`src/rtl/mul_ctrl_if.sv`:
```
// Bundle of the execute-side request/response handshake and the
// controller-to-multiplier bus. The controller uses the slave view; the
// execute stage and the multiplier together form the master view.
interface mul_ctrl_if #(
  parameter int WIDTH = 32
);
  // Request from execute
  logic             req_valid;
  logic             req_ready;
  logic [1:0]       req_op;
  logic [WIDTH-1:0] req_rs1;
  logic [WIDTH-1:0] req_rs2;
  logic             flush;

  // Response to execute
  logic             resp_valid;
  logic [WIDTH-1:0] resp_data;

  // Multiplier bus
  logic             mul_run;
  logic [WIDTH-1:0] mul_a;
  logic [WIDTH-1:0] mul_b;
  logic             mul_ready;
  logic [WIDTH-1:0] mul_hi;
  logic [WIDTH-1:0] mul_lo;

  modport slave (
    input  req_valid, req_op, req_rs1, req_rs2, flush,
    input  mul_ready, mul_hi, mul_lo,
    output req_ready, resp_valid, resp_data,
    output mul_run, mul_a, mul_b
  );

  modport master (
    output req_valid, req_op, req_rs1, req_rs2, flush,
    output mul_ready, mul_hi, mul_lo,
    input  req_ready, resp_valid, resp_data,
    input  mul_run, mul_a, mul_b
  );
endinterface

```
`src/rtl/mul_ctrl.sv`:
```
// Sequencing controller for an iterative unsigned WIDTHxWIDTH multiplier.
// Handles RV32M MUL/MULH/MULHSU/MULHU: converts signed operands to
// magnitudes, runs the multiplier, restores the sign, picks the word and
// returns a one-cycle response. A one-entry product cache lets a MUL that
// follows a high-word op on the same operands (or an exact repeat) skip the
// multiplier entirely.
module mul_ctrl #(
  parameter int WIDTH    = 32,
  parameter int CACHE_EN = 1
) (
  input  logic      Clk,
  input  logic      Reset,
  mul_ctrl_if.slave bus
);

  typedef enum logic [2:0] {
    IDLE,
    START,
    WAIT,
    FIX,
    DRAIN
  } state_t;

  localparam logic [1:0] OP_MUL = 2'b00;

  state_t             state;

  // Latched request
  logic [1:0]         op_q;
  logic [WIDTH-1:0]   rs1_q;
  logic [WIDTH-1:0]   rs2_q;
  logic               sign_a_q;
  logic               sign_b_q;

  // Raw unsigned product captured from the multiplier
  logic [2*WIDTH-1:0] prod_q;

  // One-entry product cache
  logic               cache_valid;
  logic [1:0]         cache_op;
  logic [WIDTH-1:0]   cache_rs1;
  logic [WIDTH-1:0]   cache_rs2;
  logic [2*WIDTH-1:0] cache_prod;

  // Registered outputs
  logic               resp_valid_q;
  logic [WIDTH-1:0]   resp_data_q;
  logic               mul_run_q;
  logic [WIDTH-1:0]   mul_a_q;
  logic [WIDTH-1:0]   mul_b_q;

  // Combinational helpers
  logic               accept;
  logic               req_sign_a;
  logic               req_sign_b;
  logic               cache_hit;
  logic [WIDTH-1:0]   hit_word;
  logic [WIDTH-1:0]   mag_a;
  logic [WIDTH-1:0]   mag_b;
  logic               neg;
  logic [2*WIDTH-1:0] prod_fix;
  logic [WIDTH-1:0]   fix_word;

  // Ready only in IDLE; flush and reset both block acceptance in the same cycle
  assign bus.req_ready  = (state == IDLE) & ~bus.flush & ~Reset;
  assign bus.resp_valid = resp_valid_q;
  assign bus.resp_data  = resp_data_q;
  assign bus.mul_run    = mul_run_q;
  assign bus.mul_a      = mul_a_q;
  assign bus.mul_b      = mul_b_q;

  // Request decode, cache lookup, magnitude conversion and sign correction
  always_comb begin
    accept     = bus.req_valid & bus.req_ready;
    req_sign_a = bus.req_rs1[WIDTH-1] & (bus.req_op != 2'b11);
    req_sign_b = bus.req_rs2[WIDTH-1] & ~bus.req_op[1];
    // A MUL only needs the low word, which is identical for every op flavour
    cache_hit  = (CACHE_EN != 0) & cache_valid
               & (bus.req_rs1 == cache_rs1) & (bus.req_rs2 == cache_rs2)
               & ((bus.req_op == cache_op) | (bus.req_op == OP_MUL));
    hit_word   = (bus.req_op == OP_MUL) ? cache_prod[WIDTH-1:0]
                                        : cache_prod[2*WIDTH-1:WIDTH];
    // The most negative value negates to itself, which is its correct magnitude
    mag_a      = sign_a_q ? -rs1_q : rs1_q;
    mag_b      = sign_b_q ? -rs2_q : rs2_q;
    neg        = sign_a_q ^ sign_b_q;
    prod_fix   = neg ? -prod_q : prod_q;
    fix_word   = (op_q == OP_MUL) ? prod_fix[WIDTH-1:0]
                                  : prod_fix[2*WIDTH-1:WIDTH];
  end

  // Controller FSM with all outputs and the cache registered
  always_ff @(posedge Clk) begin
    if (Reset) begin
      state        <= IDLE;
      op_q         <= '0;
      rs1_q        <= '0;
      rs2_q        <= '0;
      sign_a_q     <= 1'b0;
      sign_b_q     <= 1'b0;
      prod_q       <= '0;
      cache_valid  <= 1'b0;
      cache_op     <= '0;
      cache_rs1    <= '0;
      cache_rs2    <= '0;
      cache_prod   <= '0;
      resp_valid_q <= 1'b0;
      resp_data_q  <= '0;
      mul_run_q    <= 1'b0;
      mul_a_q      <= '0;
      mul_b_q      <= '0;
    end else begin
      resp_valid_q <= 1'b0;
      mul_run_q    <= 1'b0;
      case (state)
        IDLE: begin
          if (accept) begin
            if (cache_hit) begin
              resp_valid_q <= 1'b1;
              resp_data_q  <= hit_word;
            end else begin
              op_q     <= bus.req_op;
              rs1_q    <= bus.req_rs1;
              rs2_q    <= bus.req_rs2;
              sign_a_q <= req_sign_a;
              sign_b_q <= req_sign_b;
              state    <= START;
            end
          end
        end
        START: begin
          if (bus.flush) begin
            state <= IDLE;
          end else begin
            mul_run_q <= 1'b1;
            mul_a_q   <= mag_a;
            mul_b_q   <= mag_b;
            state     <= WAIT;
          end
        end
        WAIT: begin
          if (bus.mul_ready) begin
            if (bus.flush) begin
              state <= IDLE;
            end else begin
              prod_q <= {bus.mul_hi, bus.mul_lo};
              state  <= FIX;
            end
          end else if (bus.flush) begin
            state <= DRAIN;
          end
        end
        FIX: begin
          if (!bus.flush) begin
            cache_valid  <= 1'b1;
            cache_op     <= op_q;
            cache_rs1    <= rs1_q;
            cache_rs2    <= rs2_q;
            cache_prod   <= prod_fix;
            resp_valid_q <= 1'b1;
            resp_data_q  <= fix_word;
          end
          state <= IDLE;
        end
        DRAIN: begin
          if (bus.mul_ready) begin
            state <= IDLE;
          end
        end
        default: begin
          state <= IDLE;
        end
      endcase
    end
  end

endmodule

```
`src/flat_wrapper.sv`:
```
// flat-port wrapper written by rule: the top's interface ports become plain ports
module mul_ctrl_flat 
#(
  parameter int WIDTH    = 32,
  parameter int CACHE_EN = 1
)
  (Clk, Reset, bus_req_valid, bus_req_op, bus_req_rs1, bus_req_rs2, bus_flush, bus_mul_ready, bus_mul_hi, bus_mul_lo, bus_req_ready, bus_resp_valid, bus_resp_data, bus_mul_run, bus_mul_a, bus_mul_b);
  mul_ctrl_if #(.WIDTH(WIDTH)) bus_i ();
  input  logic Clk;
  input  logic Reset;
  input wire logic [$bits(bus_i.req_valid)-1:0] bus_req_valid;
  input wire logic [$bits(bus_i.req_op)-1:0] bus_req_op;
  input wire logic [$bits(bus_i.req_rs1)-1:0] bus_req_rs1;
  input wire logic [$bits(bus_i.req_rs2)-1:0] bus_req_rs2;
  input wire logic [$bits(bus_i.flush)-1:0] bus_flush;
  input wire logic [$bits(bus_i.mul_ready)-1:0] bus_mul_ready;
  input wire logic [$bits(bus_i.mul_hi)-1:0] bus_mul_hi;
  input wire logic [$bits(bus_i.mul_lo)-1:0] bus_mul_lo;
  output wire logic [$bits(bus_i.req_ready)-1:0] bus_req_ready;
  output wire logic [$bits(bus_i.resp_valid)-1:0] bus_resp_valid;
  output wire logic [$bits(bus_i.resp_data)-1:0] bus_resp_data;
  output wire logic [$bits(bus_i.mul_run)-1:0] bus_mul_run;
  output wire logic [$bits(bus_i.mul_a)-1:0] bus_mul_a;
  output wire logic [$bits(bus_i.mul_b)-1:0] bus_mul_b;
  assign bus_i.req_valid = bus_req_valid;
  assign bus_i.req_op = bus_req_op;
  assign bus_i.req_rs1 = bus_req_rs1;
  assign bus_i.req_rs2 = bus_req_rs2;
  assign bus_i.flush = bus_flush;
  assign bus_i.mul_ready = bus_mul_ready;
  assign bus_i.mul_hi = bus_mul_hi;
  assign bus_i.mul_lo = bus_mul_lo;
  assign bus_req_ready = bus_i.req_ready;
  assign bus_resp_valid = bus_i.resp_valid;
  assign bus_resp_data = bus_i.resp_data;
  assign bus_mul_run = bus_i.mul_run;
  assign bus_mul_a = bus_i.mul_a;
  assign bus_mul_b = bus_i.mul_b;
  mul_ctrl #(.WIDTH(WIDTH), .CACHE_EN(CACHE_EN)) u_core (.Clk(Clk), .Reset(Reset), .bus(bus_i));
endmodule
```
`config.mk`:
```
export PLATFORM = sky130hd
export DESIGN_NAME = mul_ctrl_flat
export DESIGN_NICKNAME = d
export VERILOG_FILES = /design/src/rtl/mul_ctrl_if.sv /design/src/rtl/mul_ctrl.sv /design/src/flat_wrapper.sv
export SDC_FILE = /design/constraint.sdc
export NUM_CORES = 1
export LEC_CHECK = 0
export BUFFER_PORTS_ARGS = -buffer_cell sky130_fd_sc_hd__buf_2
export CAP_MARGIN = 15
export CORE_ASPECT_RATIO = 1.4
export CORE_UTILIZATION = 34
export DETAILED_ROUTE_END_ITERATION = 6
export PLACE_DENSITY_LB_ADDON = 0.25
export SETUP_SLACK_MARGIN = 0.5
export SLEW_MARGIN = 10
export SYNTH_ARGS = -nofsm -noshare
export SYNTH_HDL_FRONTEND = slang
export SYNTH_SLANG_ARGS = --single-unit
```
`constraint.sdc`:
```
create_clock -name Clk -period 3.9 [get_ports Clk]
set_input_delay 0 -clock Clk [delete_from_list [all_inputs] [get_ports Clk]]
set_output_delay 0 -clock Clk [all_outputs]
set_load 0.01 [all_outputs]
```
Word level (Yosys, flattened, before mapping)
Index checks and enable logic that the tools add are counted.
{"block": "word_totals", "ff_bits": 364, "inputBits": 135, "output_inout_bits": 99, "word_cells": 81}
{"block": "op_classes", "add_sub_neg": 3, "eq_ne": 14, "muxes": 21, "bitwise_logic": 15, "reduce_logical": 11}
{"op": "$mux 32", "count": 7}
{"op": "$eq 32x32->1", "count": 2}
{"op": "$mux 64", "count": 1}
{"op": "$neg 32->32", "count": 2}
{"op": "$neg 64->64", "count": 1}
{"op": "$pmux 32 s2", "count": 1}
{"op": "$mux 3", "count": 5}
{"op": "$pmux 3 s4", "count": 1}
{"op": "$and 1x1->1", "count": 8}
{"op": "$ne 2x2->1 const B", "count": 4}
{"op": "$reduce_and 4->1", "count": 2}
{"op": "$eq 3x2->1 const B", "count": 2}
{"op": "$reduce_and 3->1", "count": 2}
{"op": "$not 1->1", "count": 5}
{"op": "$logic_not 2->1", "count": 2}
{"op": "$mux 2", "count": 2}
{"op": "$ne 2x1->1 const B", "count": 2}
{"op": "$reduce_and 2->1", "count": 2}
{"op": "$eq 3x1->1 const B", "count": 1}
{"op": "$eq 3x3->1 const B", "count": 1}
{"op": "$logic_not 3->1", "count": 1}
{"op": "$mux 1", "count": 3}
{"op": "$ne 3x3->1 const B", "count": 1}
{"op": "$eq 2x2->1", "count": 1}
{"op": "other kinds (5)", "count": 5}

Logic depth before layout (Yosys ltp)
Gate-level depths: netlist (run 1).
{"block": "logic_depth", "depth_word": 7, "ltp_mapped": 9, "ltp_nobuf": 9}

Least setup slack after synthesis (run 1)
No wires, ideal clock.
{"block": "synth_path", "path_kind": "flip-flop to flip-flop", "from": "register u_core.prod_q[0]", "to": "register u_core.resp_data_q[22] (netlist: u_core.bus.resp_data[22])", "setup_ns": 0.091, "arrival_ns": 2.871, "required_time_ns": 3.809, "slack_ns": 0.939, "path_stages_with_launch": 10, "n_path_buf": 0, "synth_period_minus_slack_ns": 2.961, "path_cell_list": "dfxtp_1 -> inv_1 -> ha_1 -> or4b_2 -> or4_4 -> nor4_4 -> a21oi_1 -> xnor2_1 -> a21bo_2 -> a311oi_1"}
{"block": "synth_via", "elab_chain_len": 5}
{"item": "start: declaration", "line": "mul_ctrl.sv:36", "source": "logic [2*WIDTH-1:0] prod_q;"}
{"item": "start signal: assignment", "line": "mul_ctrl.sv:146", "source": "prod_q <= {bus.mul_hi, bus.mul_lo};"}
{"item": "$neg 64->64", "line": "mul_ctrl.sv:87", "source": "prod_fix = neg ? -prod_q : prod_q;"}
{"item": "$mux 64", "line": "mul_ctrl.sv:87"}
{"item": "$mux 32", "line": "mul_ctrl.sv:88", "source": "fix_word = (op_q == OP_MUL) ? prod_fix[WIDTH-1:0]"}
{"item": "$mux 32", "line": "mul_ctrl.sv:154", "source": "if (!bus.flush) begin"}
{"item": "$pmux 32 s2", "line": "mul_ctrl.sv:115", "source": "case (state)"}
{"item": "end signal: assignment", "line": "mul_ctrl.sv:120", "source": "resp_data_q <= hit_word;"}
{"item": "end signal: assignment", "line": "mul_ctrl.sv:161", "source": "resp_data_q <= fix_word;"}
{"item": "end: declaration", "line": "mul_ctrl.sv:47", "source": "logic [WIDTH-1:0] resp_data_q;"}
No other way between the ends. The select of a mux whose other input is x is not followed.
A chain may end at the register's enable or synchronous reset.

Final worst setup path (run 1)
{"block": "layout_path", "from": "register u_core.prod_q[16]", "to": "register u_core.resp_data_q[20] (netlist: u_core.bus.resp_data[20])"}
The elaborated chain is that of the path after synthesis.

==> impl.org, run 1 <==
** Critical path
- The worst setup path is of the reg -> reg kind.
- Slowest library cell on the worst path :: nor4_2
- Kind of cell adding the most delay to the critical path :: simple AND/OR/NAND/NOR gates
- The number of buffers and inverters on the critical path is 0.
- Most frequent CP cell :: or4_1
- Data arrival time at the worst-slack endpoint :: 3.71 ns
- The worst setup path is launched from a register.
- Nature of the critical path endpoint :: register
- Maximum fanout count along the critical path :: 6
- In this design, the stage delay of the slowest critical-path cell is roughly 0.72 ns.
- Required time at the endpoint of the critical path :: between 4 and 5 ns
- Walking the worst path, the cells encountered are or4_1 > or4_1 > nor4_2 > a31oi_1 > xnor2_1 > a21bo_2 > a311oi_1.

** STA
- Tmin final :: approximately 3.3 ns
- Timing would allow up to 307 MHz.
- Worst clock skew :: roughly 0.027 ns
- Slew headroom :: 0.262
- Final setup margin :: roughly 0.64 ns
- Tightest Pin Transition :: between 1 and 1.5 ns
- Unrepaired setup endpoints after global routing :: no
- Number of hold-slack violations in the final timing report :: 0
- In the finished design, the share of the clock period the worst path needs comes to 0.835.
- Slew Viols, Final :: 0
- Adding up every negative setup slack in the final design gives 0 ns.
- Setup violations remaining at the end of the flow were counted as 0.

** Outcome
- The run finished with clean final reports.

** Floorplan
- After floorplanning, the core was sized to cover 0.0499 mm^2.
- Initial core utilization :: 0.344
- Die extent in x :: around 190 um
- approximately 230 I/O pins were placed.
- Chip Height :: roughly 270 um
- Row generation in the floorplan step produced 97 rows.
- Area enclosed by the die boundary :: about 0.05 mm^2

** Synthesis
- Counting distinct cell types in the post-synthesis netlist gives 67.
- For this run, the register share of the synthesized area comes to 0.425.
- In this run, synthesis produced a sequential element count of ~360.
- For this run, the number of Yosys warnings is 0.
- The number of nets handed over by synthesis was between 2,000 and 2,500.
- Fraction of synthesis flops using an asynchronous set or reset pin :: 0
- Post-Syn Area per Cell :: 8.14 um^2
- Ys flop type :: dfxtp_1
- Yosys mapped a number of flops with a built-in enable equal to 0.
- Mapped Area :: 0.0172 mm^2
- Synthesis produced a netlist whose cell count is roughly 2,100.

** Clock tree
- Buffers inserted during clock tree synthesis total 40.
- For this design, the sink count on the clock tree is roughly 360.
- Clock tree buffer depth :: 3
- The H-tree generated during clock tree synthesis spans 2 levels.
- PostCTS Resize Cnt :: 0
- Total setup buffers inserted after CTS :: 0
- In this run, post-CTS hold repair placed 158 buffers.
- Clk Latency, worst-skew pair :: roughly 0.58 ns
- Clk root buf :: clkbuf_16
- TritonCTS clock tree :: yes
- Clock edge transition at the registers on the reported setup and hold paths :: about 0.070 ns

** Drt
- Post-route ant nets :: 0
- Sum of routed wire segments on met1 :: between 20,000 and 25,000 um
- Highest metal used :: met5
- Number of detailed-routing iterations run before antenna repair :: 7
- In this run, the number of DRC markers left after iteration 0 of detailed routing was 1,093.
- In the final routed layout, each cell accounts on average for between 20 and 25 um.
- Dividing the detail-routed via count by the number of cells gives 5.33.
- After detailed routing, the met3 layer carries between 3000 and 4000 um of wire.
- For this run, design rule violations remaining after detail routing come to 0.
- The routed layout has roughly 16,000 vias.
- Wires add up to 62,100 um.
- WL met2 :: roughly 33,000 um

** Placed design
- Routability congestion estimate from global placement :: just over 0.9
- Worst Setup Slack post-DPL :: approximately 0.73 ns
- Port-buffer cells :: 233
- Dpl hpwl :: 42,900 um

** Global route
- The number of antenna violations at the first check in global routing was 3.
- Global-route wire length before repair :: approximately 94,000 um
- For this run, the total global-route usage over all layers was measured as 0.239.
- Global routing finished with a remaining overflow of 0.
- Largest net degree at the start of global routing :: around 170
- The number of global-route vias before repair is 16,000.

** Layout
- Summing all multi-input logic gate instances after layout gives approximately 0.0092 mm^2.
- The top cell types in the final layout, fill and taps aside, are 364 x dfxtp_1, 362 x nand2_1, 253 x nor2_1.
- Final #Nets :: between 2,000 and 3,000
- Number of filler instances in the final layout :: 4,924
- Layout cell share with drive strength beyond 1 :: 0.155
- Most common library cell in the layout ignoring fill and taps :: dfxtp_1
- FF/Latch Area :: ~0.0073 mm^2
- The area growth from synthesis to layout is 26.8%.

** Power and ir drop
- Power share of the clock group :: 0.463
- Net switching fraction of the power :: 0.253
- Of the total power, registers draw 0.451.
- Leakage power total :: 8.44 nW
- The worst-case IR drop observed on VDD is approximately 0.00037 V.
- Int Power :: between 6 and 7 mW
- Of the total power, combinational logic draws 0.087.
- For this design the total switching power over the nets is between 2 and 2.5 mW.
- In this run the power density over the cells is approximately 390 mW/mm^2.

** Job
- Across the run, the number of max-cap violations was 0.

** Min path
- The min-delay analysis places its worst path in the category in -> reg.
[per-layer routing]
metal,GRT usage,up-vias
met4,0.107,4
met2,0.446,508
met5,0,-
met1,0.262,7815
li1,-,7945
met3,0.0376,146
[final cells by class]
type / count / area share
multi-input cells: 1562 / 0.425
clock inverters: 21 / 0.00966
inverters: 19 / 0.00328
diodes: 3 / 0.000345
clock buffers: 50 / 0.0515
repair buffers: 417 / 0.139
well taps: 643 / 0.0370
flip-flops and latches: 364 / 0.335
[state kept, by name, indices dropped and copies added (netlist names)]
signal / cells
u_core.rs1_q: 32
u_core.bus.mul_b: 32
u_core.bus.resp_valid: 1
u_core.cache_op: 2
u_core.sign_b_q: 1
u_core.cache_valid: 1
u_core.op_q: 2
u_core.cache_rs2: 32
u_core.bus.resp_data: 32
u_core.cache_rs1: 32
u_core.bus.mul_a: 32
u_core.sign_a_q: 1
u_core.prod_q: 64
u_core.rs2_q: 32
u_core.state: 3
u_core.bus.mul_run: 1
u_core.cache_prod: 64
[synth_stat cells (3+ instances only)]
cell	number	area (um^2)
dfxtp_1	364	7290
nand2_1	362	1360
nor2_1	256	961
a21oi_1	196	981
clkbuf_1	148	556
xnor2_1	106	928
a211oi_1	100	751
mux2i_1	87	871
xor2_1	71	622
o21ai_0	58	290
nor3_1	31	155
nand3_1	27	135
o31ai_1	26	195
nand4_1	23	144
nor4_1	22	138
or4_1	21	158
inv_1	18	67.6
o41ai_1	17	149
a31oi_1	16	100
or3_1	14	87.6
o221a_2	11	124
a311oi_1	10	87.6
buf_1	8	30.0
o221ai_1	8	70.1
or2_2	8	50.1
and3_1	7	43.8
buf_2	7	35.0
and2_1	6	37.5
nor2b_1	6	37.5
o211ai_1	6	45.0
o22ai_1	5	31.3
a21bo_2	4	40.0
o2111ai_1	4	35.0
o211a_1	4	40.0
a211o_1	3	26.3
a41oi_1	3	26.3
ha_1	3	37.5
nand2b_1	3	18.8
o31a_1	3	26.3
or3b_2	3	26.3
[kinds of logic (layout without fill, tap and decap cells)]
family                   count (synthesis)  in the layout  synth area share
adder cells (fa/ha/maj)                  3              3           0.00219
other                                    0              3                 0
multiplexers                            89             89            0.0523
buffers and inverters                  183            507            0.0406
XOR/XNOR                               177            177            0.0903
AND/OR/NAND/NOR                        800            800             0.204
AO/OA/AOI/OAI                          493            493             0.186
flip-flops                             364            364             0.425
[through the flow]
stage | utilization | hold WS [ns] | instance area [um^2] | std cells | power, mW
after floorplan | - | 0.0761 | 17200 | 2109 | 4.25
after global placement | 0.378 | 0.184 | 18800 | 2847 | 4.50
after detailed placement | 0.378 | 0.187 | 18800 | 2847 | 4.51
after CTS | 0.436 | 0.130 | 21700 | 3076 | 8.52
after global routing | 0.436 | 0.210 | 21800 | 3077 | 8.74
final | 0.436 | 0.157 | 21800 | 3079 | 8.47
[power groups by stage]
stage | Clock, mW | Combinational, mW | Sequential, mW
finish | 3.92 | 0.735 | 3.82
detailed placement | 0 | 0.614 | 3.90
global route | 4.13 | 0.794 | 3.82
global placement | 0 | 0.608 | 3.90
CTS | 3.98 | 0.730 | 3.81
floorplan | 0 | 0.369 | 3.88
[path summary, 6_finish.rpt]
check	startpoint	depth (start not counted)	endpoint	slack (ns)
worst max register to register	u_core.prod_q[16]	7	u_core.bus.resp_data[20]	0.64
worst min-delay path	bus_req_valid	5	u_core.bus.resp_data[17]	0.16
worst max-delay path	u_core.prod_q[16]	7	u_core.bus.resp_data[20]	0.64
worst min register to register	u_core.bus.mul_a[30]	2	u_core.bus.mul_a[30]	0.46
[worst min-delay path, delay by kind of cell]
kind                   cells  cell delay (ns)
and+or+nand+nor            2             0.34
buffers and inverters      1             0.10
AOI/OAI and AO/OA          2             0.23
No activity file was read; power rests on OpenSTA's default activity.
==> inputs of run 2 (changes only) <==
- ABC_AREA: unset -> 1
- clock period: 3.9 -> 3.23 ns (I/O delays scaled with it)
==> impl.org, run 2 <==
** Placed design
- The port buffer count was 233 (unchanged).
- Worst Setup Slack post-DPL :: 0.696 ns (was 0.726 ns)
- Dpl hpwl :: 54,600 um (was 42,900 um)
- The total placed instance area is 0.0207 mm^2 (was 0.0188 mm^2).
- Routability congestion estimate from global placement :: 0.997 (was 0.933)

** Synthesis
- Area contributors post-synth: dfxtp_1 38%, nand2_1 12%, nor2_1 11%, o21ai_0 9.5%, inv_1 6.8% (was dfxtp_1 42%, nand2_1 7.9%, a21oi_1 5.7%, nor2_1 5.6%, xnor2_1 5.4%).
- Fraction of synthesis flops using an asynchronous set or reset pin :: 0 (unchanged)
- Yosys warnings :: 0 (unchanged)
- The post-synth net total was 3,125 (was 2,247).
- Ranking of synthesized cells by instance count: 607 x nand2_1, 565 x nor2_1, 364 x dfxtp_1 (was 364 x dfxtp_1, 362 x nand2_1, 256 x nor2_1).
- The cell area after synthesis came to 0.0190 mm^2 (was 0.0172 mm^2).
- Distinct cell type count after synthesis :: 38 (was 67)
- Ys flop type :: dfxtp_1 (unchanged)
- Adder-cell share of the synthesized area :: 0.00198 (was 0.00219)
- Xor and xnor area share after synthesis :: 0.0208 (was 0.0903)
- Total of flip-flops plus latches after synthesis :: 364 (unchanged)
- Sequential-to-total area share from yosys stat :: 0.384 (was 0.425)
- The dominant combinational cell family by area after synthesis was simple AND/OR/NAND/NOR gates (unchanged).
- Share of the synthesized area in compound gates (AO/OA/AOI/OAI) :: 0.184 (was 0.186)
- Count leader, synth :: nand2_1 (was dfxtp_1)
- The multiplexer area fraction after synthesis is 0 (was 0.0523).
- Gate Count Post-Synth :: 2,987 (was 2,109)
- The count of flip-flops with a built-in enable after synthesis was 0 (unchanged).
- The post-synthesis simple-gate area fraction was 0.302 (was 0.204).
- The synthesized area divided by synthesized cell count came to 6.35 um^2 (was 8.14 um^2).
- The dominant cell type by area after synthesis was dfxtp_1 (unchanged).
- Area fraction of the dominant cell type after synthesis :: 0.384 (was 0.425)

** Clock tree
- The clock latency on the worst-skew pair is 0.58 ns (about the same).
- The number of buffers on the longest clock path is 3 (unchanged).
- Number of buffers inserted during clock tree synthesis :: 40 (unchanged)
- The number of clock sinks was 364 (unchanged).
- TritonCTS clock tree :: yes (unchanged)
- The level count of the clock H-tree is 2 (unchanged).
- Clock edge transition at the registers on the reported setup and hold paths :: 0.06 ns (was 0.07 ns)
- The cell chosen for the clock root was clkbuf_16 (unchanged).
- The post-CTS setup buffer count is 0 (unchanged).

** Outcome
- Failing checks :: design-rule violations
- Outcome :: complete, but fails checks (was finished, final reports clean)

** Drt
- The per-cell via count in the routed design came to 4.94 (was 5.33).
- The post-route antenna net violation count was 0 (unchanged).
- The first-pass iteration count of the detailed router is 7 (unchanged).
- The routed wire length was 73,900 um (was 62,100 um).
- DR vias :: 19,900 (was 16,400)
- First DRT Iteration DRCs :: 1,350 (was 1,093)
- Mean routed wirelength per cell :: 18.3 um (was 20.2 um)
- Total DRC errors in the routed layout :: 3 (was 0)

** Critical path
- Worst Setup Start Kind :: register (unchanged)
- Nature of the critical path endpoint :: register (unchanged)
- The critical-path maximum fanout was 41 (was 6).
- The setup slack of the worst register-to-register path is 0.71 ns (was 0.64 ns).
- The worst endpoint required time was 3.74 ns (was 4.36 ns).
- Kind of critical path :: reg -> reg (unchanged)
- Data arrival time at the worst-slack endpoint :: 3.03 ns (was 3.71 ns)

** STA
- Tmin final :: 2.52 ns (was 3.26 ns)
- Setup-violating endpoint count in the final report :: 0 (unchanged)
- The worst-case headroom to the max-slew limit was 0.455 (was 0.262).
- Final setup margin :: 0.708 ns (was 0.645 ns)
- The summed negative setup slack over all endpoints came to 0 ns (unchanged).
- Unrepaired setup endpoints after global routing: no (unchanged).
- Slew Viols, Final :: 0 (unchanged)
- The actual transition at the worst max-transition pin was 0.817 ns (was 1.10 ns).
- The final count of hold timing violations was 0 (unchanged).
- The worst clock skew came to 0.0192 ns (was 0.0268 ns).
- Peak clock frequency supported by timing :: 396 MHz (was 307 MHz)
- Ratio of final minimum period to clock period :: 0.781 (was 0.835)

** Layout
- Largest registers :: u_core.cache_prod x64, u_core.prod_q x64 (unchanged)
- Final #Nets :: 3,416 (was 2,542)
- Post-Route Utilization :: 0.422 (was 0.436)
- The most common library cell in the layout ignoring fill and taps is nand2_1 (was dfxtp_1).
- The area growth from synthesis to layout is 23.0% (was 26.8%).
- Layout cell share with drive strength beyond 1 :: 0.115 (was 0.155)
- N_diodes :: 0 (was 3)
- The final instance area came to 0.0233 mm^2 (was 0.0218 mm^2).
- Most used cells in the layout excluding fill and tap cells :: 607 x nand2_1, 561 x nor2_1, 364 x dfxtp_1 (was 364 x dfxtp_1, 362 x nand2_1, 253 x nor2_1)

** Global route
- The maximum number of pins on one net before global-route repair came to 149 (was 173).
- The global-route usage over all layers is 0.257 (was 0.239).
- Global-route wire length before repair :: 111,000 um (was 94,000 um)
- The number of antenna violations at the first check in global routing was 0 (was 3).
- Number of global-route vias before repair :: 19,100 (was 16,000)
- Aggregate global routing overflow :: 0 (unchanged)

** Floorplan
- Area enclosed by the die boundary :: 0.0568 mm^2 (was 0.0514 mm^2)
- The die span in y was 282 um (was 268 um).
- Die extent in x :: 202 um (was 192 um)
- Num ports :: 234 (unchanged)
- The starting density of the core is 0.343 (was 0.344).
- The area of the placeable core is 0.0553 mm^2 (was 0.0499 mm^2).
- Standard-cell rows :: 102 (was 97)

** Min path
- The worst hold path class is in -> reg (unchanged).

** Power and ir drop
- Power after layout :: 10.6 mW (was 8.47 mW)
- Worst IR Drop VDD :: 0.000428 V (was 0.000375 V)
- Leakage power total :: 11.4 nW (was 8.44 nW)
- Power density normalized to cell area :: 452 mW/mm^2 (was 389 mW/mm^2)

** Job
- Max-cap viol count :: 0 (unchanged)
-- run 2: cell types whose count changed after synthesis, moves of 22 or more --
cell / change
o31ai_1: -26
xnor2_1: -96
nor2_1: +309
clkbuf_1: -39
a211oi_1: -99
o21ai_0: +304
inv_1: +326
mux2i_1: -87
nor4_1: -22
nand3_1: +142
o211ai_1: +40
nand2_1: +245
xor2_1: -36
-- run 2: repair_timing --
item	CTS	global route
hold endpoints to repair	142	0
hold buffers	134	0
endpoints found under the setup margin	0	1
gates resized for setup	0	1
-- run 2: layout make-up --
type,count,area [um^2]
repair buffers,401,2840
inverters,356,1350
multi-input cells,2115,9680
flip-flops and latches,364,7290
clock inverters,10,57.6
well taps,728,911
fillers,5976,31900
clock buffers,63,1210
-- run 2: report_power, final --
| group | switching (mW) | internal (mW) |
|---|---|---|
| sequential | 0.0869 | 4.58 |
| combinational | 0.839 | 0.489 |
| clock | 1.99 | 2.57 |
| total | 2.92 | 7.64 |
-- run 2: cell families after synthesis --
logic type	after synthesis
AOI/OAI and AO/OA	652
DFF	364
xor gates and xnor gates	45
buffers and inverters	508
and+or+nand+nor	1415
adders and majority gates	3
-- run 2: path summary, 6_finish.rpt --
path	from	to	cells past startpoint
max	u_core.cache_rs2[0]	u_core.rs1_q[31]	13
min	bus_mul_lo[15]	u_core.prod_q[15]	4
max reg2reg	u_core.cache_rs2[0]	u_core.rs1_q[31]	13
min reg2reg	u_core.cache_prod[2]	u_core.cache_prod[2]	2
-- run 2: worst max-delay path, stage by stage, from the launching register on --
cell	delay (ns)
dfxtp_1	0.33
inv_1	0.05
o21ai_0	0.32
nor2_1	0.07
nand2_1	0.07
nor2_1	0.04
nand2_1	0.07
nor2_1	0.06
nand3_1	0.14
nand2_2	0.07
inv_2	0.41
buf_4	0.54
nand2_1	0.11
a21oi_1	0.16
-- run 2: metrics by stage --
stage	instances	hold slack (ns)
6_report	4037	0.180
3_3_place_gp	3830	0.230
2_1_floorplan	2987	0.0374
4_1_cts	4037	0.169
5_1_grt	4037	0.199
3_5_place_dp	3830	0.234
-- run 2: routing by layer --
metal  wire [um]  global-route usage  up-vias
li1            -                   -    10100
met1       28000               0.274     9101
met2       38700               0.489      571
met3        3020              0.0287      148
met4        4210               0.142        0
met5           0                   0        -
==> inputs of run 3 (changes only) <==
- clock period: 3.23 -> 2.3 ns (I/O delays scaled with it)
==> impl.org, run 3 (synthesis gave the netlist of run 2 again) <==
** Placed design
- The port buffer count was 233 (unchanged).
- The global placement routability congestion came to 0.983 (was 0.997).
- Placed cell count :: 3,872 (was 3,830)
- Dpl hpwl :: 55,600 um (was 54,600 um)

** Drt
- The DRC violation count after routing is 0 (was 3).
- The post-route antenna net violation count was 0 (unchanged).
- DR vias :: 22,000 (was 19,900)
- The routed wire length came to 85,900 um (was 73,900 um).
- The per-cell via count in the routed design was 5.21 (was 4.94).
- The first-pass iteration count of the detailed router came to 6 (was 7).
- The starting DRC count in detailed routing was 1,659 (was 1,350).
- Mean routed wirelength per cell :: 20.4 um (was 18.3 um)

** Layout
- The most common library cell in the layout ignoring fill and taps is nand2_1 (unchanged).
- The number of nets in the layout is 3,593 (was 3,416).
- The final standard cell count with taps included and fillers excluded is 4,214 (was 4,037).
- Most used cells in the layout excluding fill and tap cells: 470 x nand2_1, 453 x nor2_1, 318 x inv_1 (was 607 x nand2_1, 561 x nor2_1, 364 x dfxtp_1).
- The area growth from synthesis to layout came to 48.1% (was 23.0%).
- The fill cell total of the finished layout came to 5,514 (was 5,976).
- Layout cell share with drive strength beyond 1 :: 0.306 (was 0.115)
- Largest registers: u_core.cache_prod x64, u_core.prod_q x64 (unchanged).
- The utilization of the core after routing is 0.508 (was 0.422).

** Min path
- The destination of the worst hold path was u_core.sign_a_q (was u_core.prod_q[15]).
- The worst hold path class is in -> reg (unchanged).
- Hold Startpoint :: bus_req_valid (was bus_mul_lo[15])
- Hold Path Stages :: 5 (was 4)

** Clock tree
- The number of clock buffers inserted by TritonCTS is 41 (was 40).
- TritonCTS clock tree :: yes (unchanged)
- The number of buffers on the longest clock path is 3 (unchanged).
- Number of sinks on the clock net :: 364 (unchanged)
- The clock input transition at the sequential cells of the worst setup and hold paths was 0.06 ns (about the same).
- The level count of the clock H-tree came to 2 (unchanged).
- Clk root buf :: clkbuf_16 (unchanged)
- Clk Latency, worst-skew pair :: 0.60 ns (was 0.58 ns)

** STA
- The final count of hold timing violations was 0 (unchanged).
- Tightest Pin Transition :: 0.869 ns (was 0.817 ns)
- Slew Viols, Final :: 0 (unchanged)
- Ratio of final minimum period to clock period :: 0.889 (was 0.781)
- Tmin final :: 2.04 ns (was 2.52 ns)
- Unrepaired setup endpoints after global routing: yes (was no).
- Min Hold Slack :: 0.0934 ns (was 0.180 ns)
- The timing-limited maximum frequency is 489 MHz (was 396 MHz).
- The summed negative setup slack over all endpoints is 0 ns (unchanged).
- The worst clock skew was 0.0255 ns (was 0.0192 ns).
- Setup-violating endpoint count in the final report :: 0 (unchanged)
- The worst-case headroom to the max-slew limit was 0.420 (was 0.455).

** Critical path
- Endpoint of the worst-slack reg-to-reg timing path :: u_core.rs2_q[8] (was u_core.rs1_q[31])
- The critical path arrival is 2.52 ns (was 3.03 ns).
- Maximum fanout count along the critical path :: 11 (was 41)
- Kind of critical path :: reg -> reg (unchanged)
- The sort of element at the start of the critical path is a register (unchanged).
- Worst R2R Path Depth :: 10 (was 13)
- FF-to-FF setup slack :: 0.26 ns (was 0.71 ns)
- The category of the worst setup path capture point is a register (unchanged).
- The critical register-to-register path startpoint was u_core.cache_rs1[18] (was u_core.cache_rs2[0]).
- Required time at the endpoint of the critical path :: 2.77 ns (was 3.74 ns)

** Floorplan
- Initial core utilization :: 0.343 (unchanged)
- The full die area is 0.0568 mm^2 (unchanged).
- Standard-cell rows :: 102 (unchanged)
- The die span in y came to 282 um (unchanged).
- The number of placed I/O pins was 234 (unchanged).
- Die extent in x :: 202 um (unchanged)
- Core region area :: 0.0553 mm^2 (unchanged)

** Power and ir drop
- Power density normalized to cell area :: 578 mW/mm^2 (was 452 mW/mm^2)
- The leakage power figure came to 13.4 nW (was 11.4 nW).
- The peak supply drop is 0.000642 V (was 0.000428 V).

** Global route
- The global-route usage over all layers is 0.269 (was 0.257).
- The maximum number of pins on one net before global-route repair came to 110 (was 149).
- Initial antenna violation count :: 0 (unchanged)
- The first-pass GRT wire length came to 117,000 um (was 111,000 um).
- Number of global-route vias before repair :: 20,300 (was 19,100)
- Aggregate global routing overflow :: 0 (unchanged)

** Outcome
- Outcome: finished, final reports clean (was complete, but fails checks).

** Job
- The number of maximum-capacitance violations was 0 (unchanged).
## run 3: metrics by stage
stage	setup WS [ns]	cell area, um^2	total power [mW]
finish	0.256	28100	16.2
global route	0.197	28100	16.8
CTS	0.366	25100	15.9
detailed placement	0.0924	21200	8.45
global placement	0.135	21200	8.45
floorplan	0.510	19000	7.71
## run 3: worst max-delay path by stage
stage                               from                        to  slack (ns)  cells after the start
floorplan                u_core.rs1_q[0]      u_core.bus.mul_a[16]        0.51                     12
global placement        u_core.prod_q[1]   u_core.bus.resp_data[0]        0.14                     13
detailed placement      u_core.prod_q[1]   u_core.bus.resp_data[0]        0.09                     13
CTS                      u_core.sign_b_q  u_core.bus.resp_data[28]        0.37                     16
global route        u_core.cache_rs1[22]          u_core.rs2_q[25]        0.20                     13
finish              u_core.cache_rs1[18]           u_core.rs2_q[8]        0.26                     10
## run 3: final cells by class
type / instances / area [um^2] / share of cell area
antenna: 1 / 2.50 / 0.0000891
timing repair inverter: 1 / 8.76 / 0.000312
tap: 728 / 911 / 0.0324
clock buffer: 58 / 1220 / 0.0435
multi-input combinational: 2115 / 11600 / 0.414
sequential: 364 / 7390 / 0.263
clock inverter: 15 / 211 / 0.00753
timing repair buffer: 576 / 5310 / 0.189
inverter: 356 / 1420 / 0.0505
## run 3: metal layers
| metal | vias to the layer above | share of wire | global-route usage |
|---|---|---|---|
| met3 | 277 | 0.059 | 0.0296 |
| li1 | 10500 | - | - |
| met1 | 10300 | 0.35 | 0.284 |
| met2 | 885 | 0.52 | 0.513 |
| met5 | - | 0 | 0 |
| met4 | 0 | 0.073 | 0.155 |
## run 3: worst max-delay path, cell delays in order, from the launching register on
cell and delay (ns):
dfxtp_1 0.41, o22ai_1 0.11, nor2_1 0.24, nand3_1 0.21, nor2_4 0.19, nand3_4 0.14
nand2_8 0.18, inv_16 0.09, clkbuf_16 0.18, nor2_1 0.11, nor2_1 0.05
## run 3: where the power goes
part,switching [mW],internal [mW]
registers,0.145,6.42
clock network,2.92,4.17
logic,1.51,1.06
## run 3: timing repair
item	4_1_cts	5_1_grt
endpoints found under the setup margin	175	289
hold buffers	134	0
pin swaps	68	183
setup buffers	27	54
hold endpoints to repair	153	0
resized for setup	259	588
gates cloned	6	47
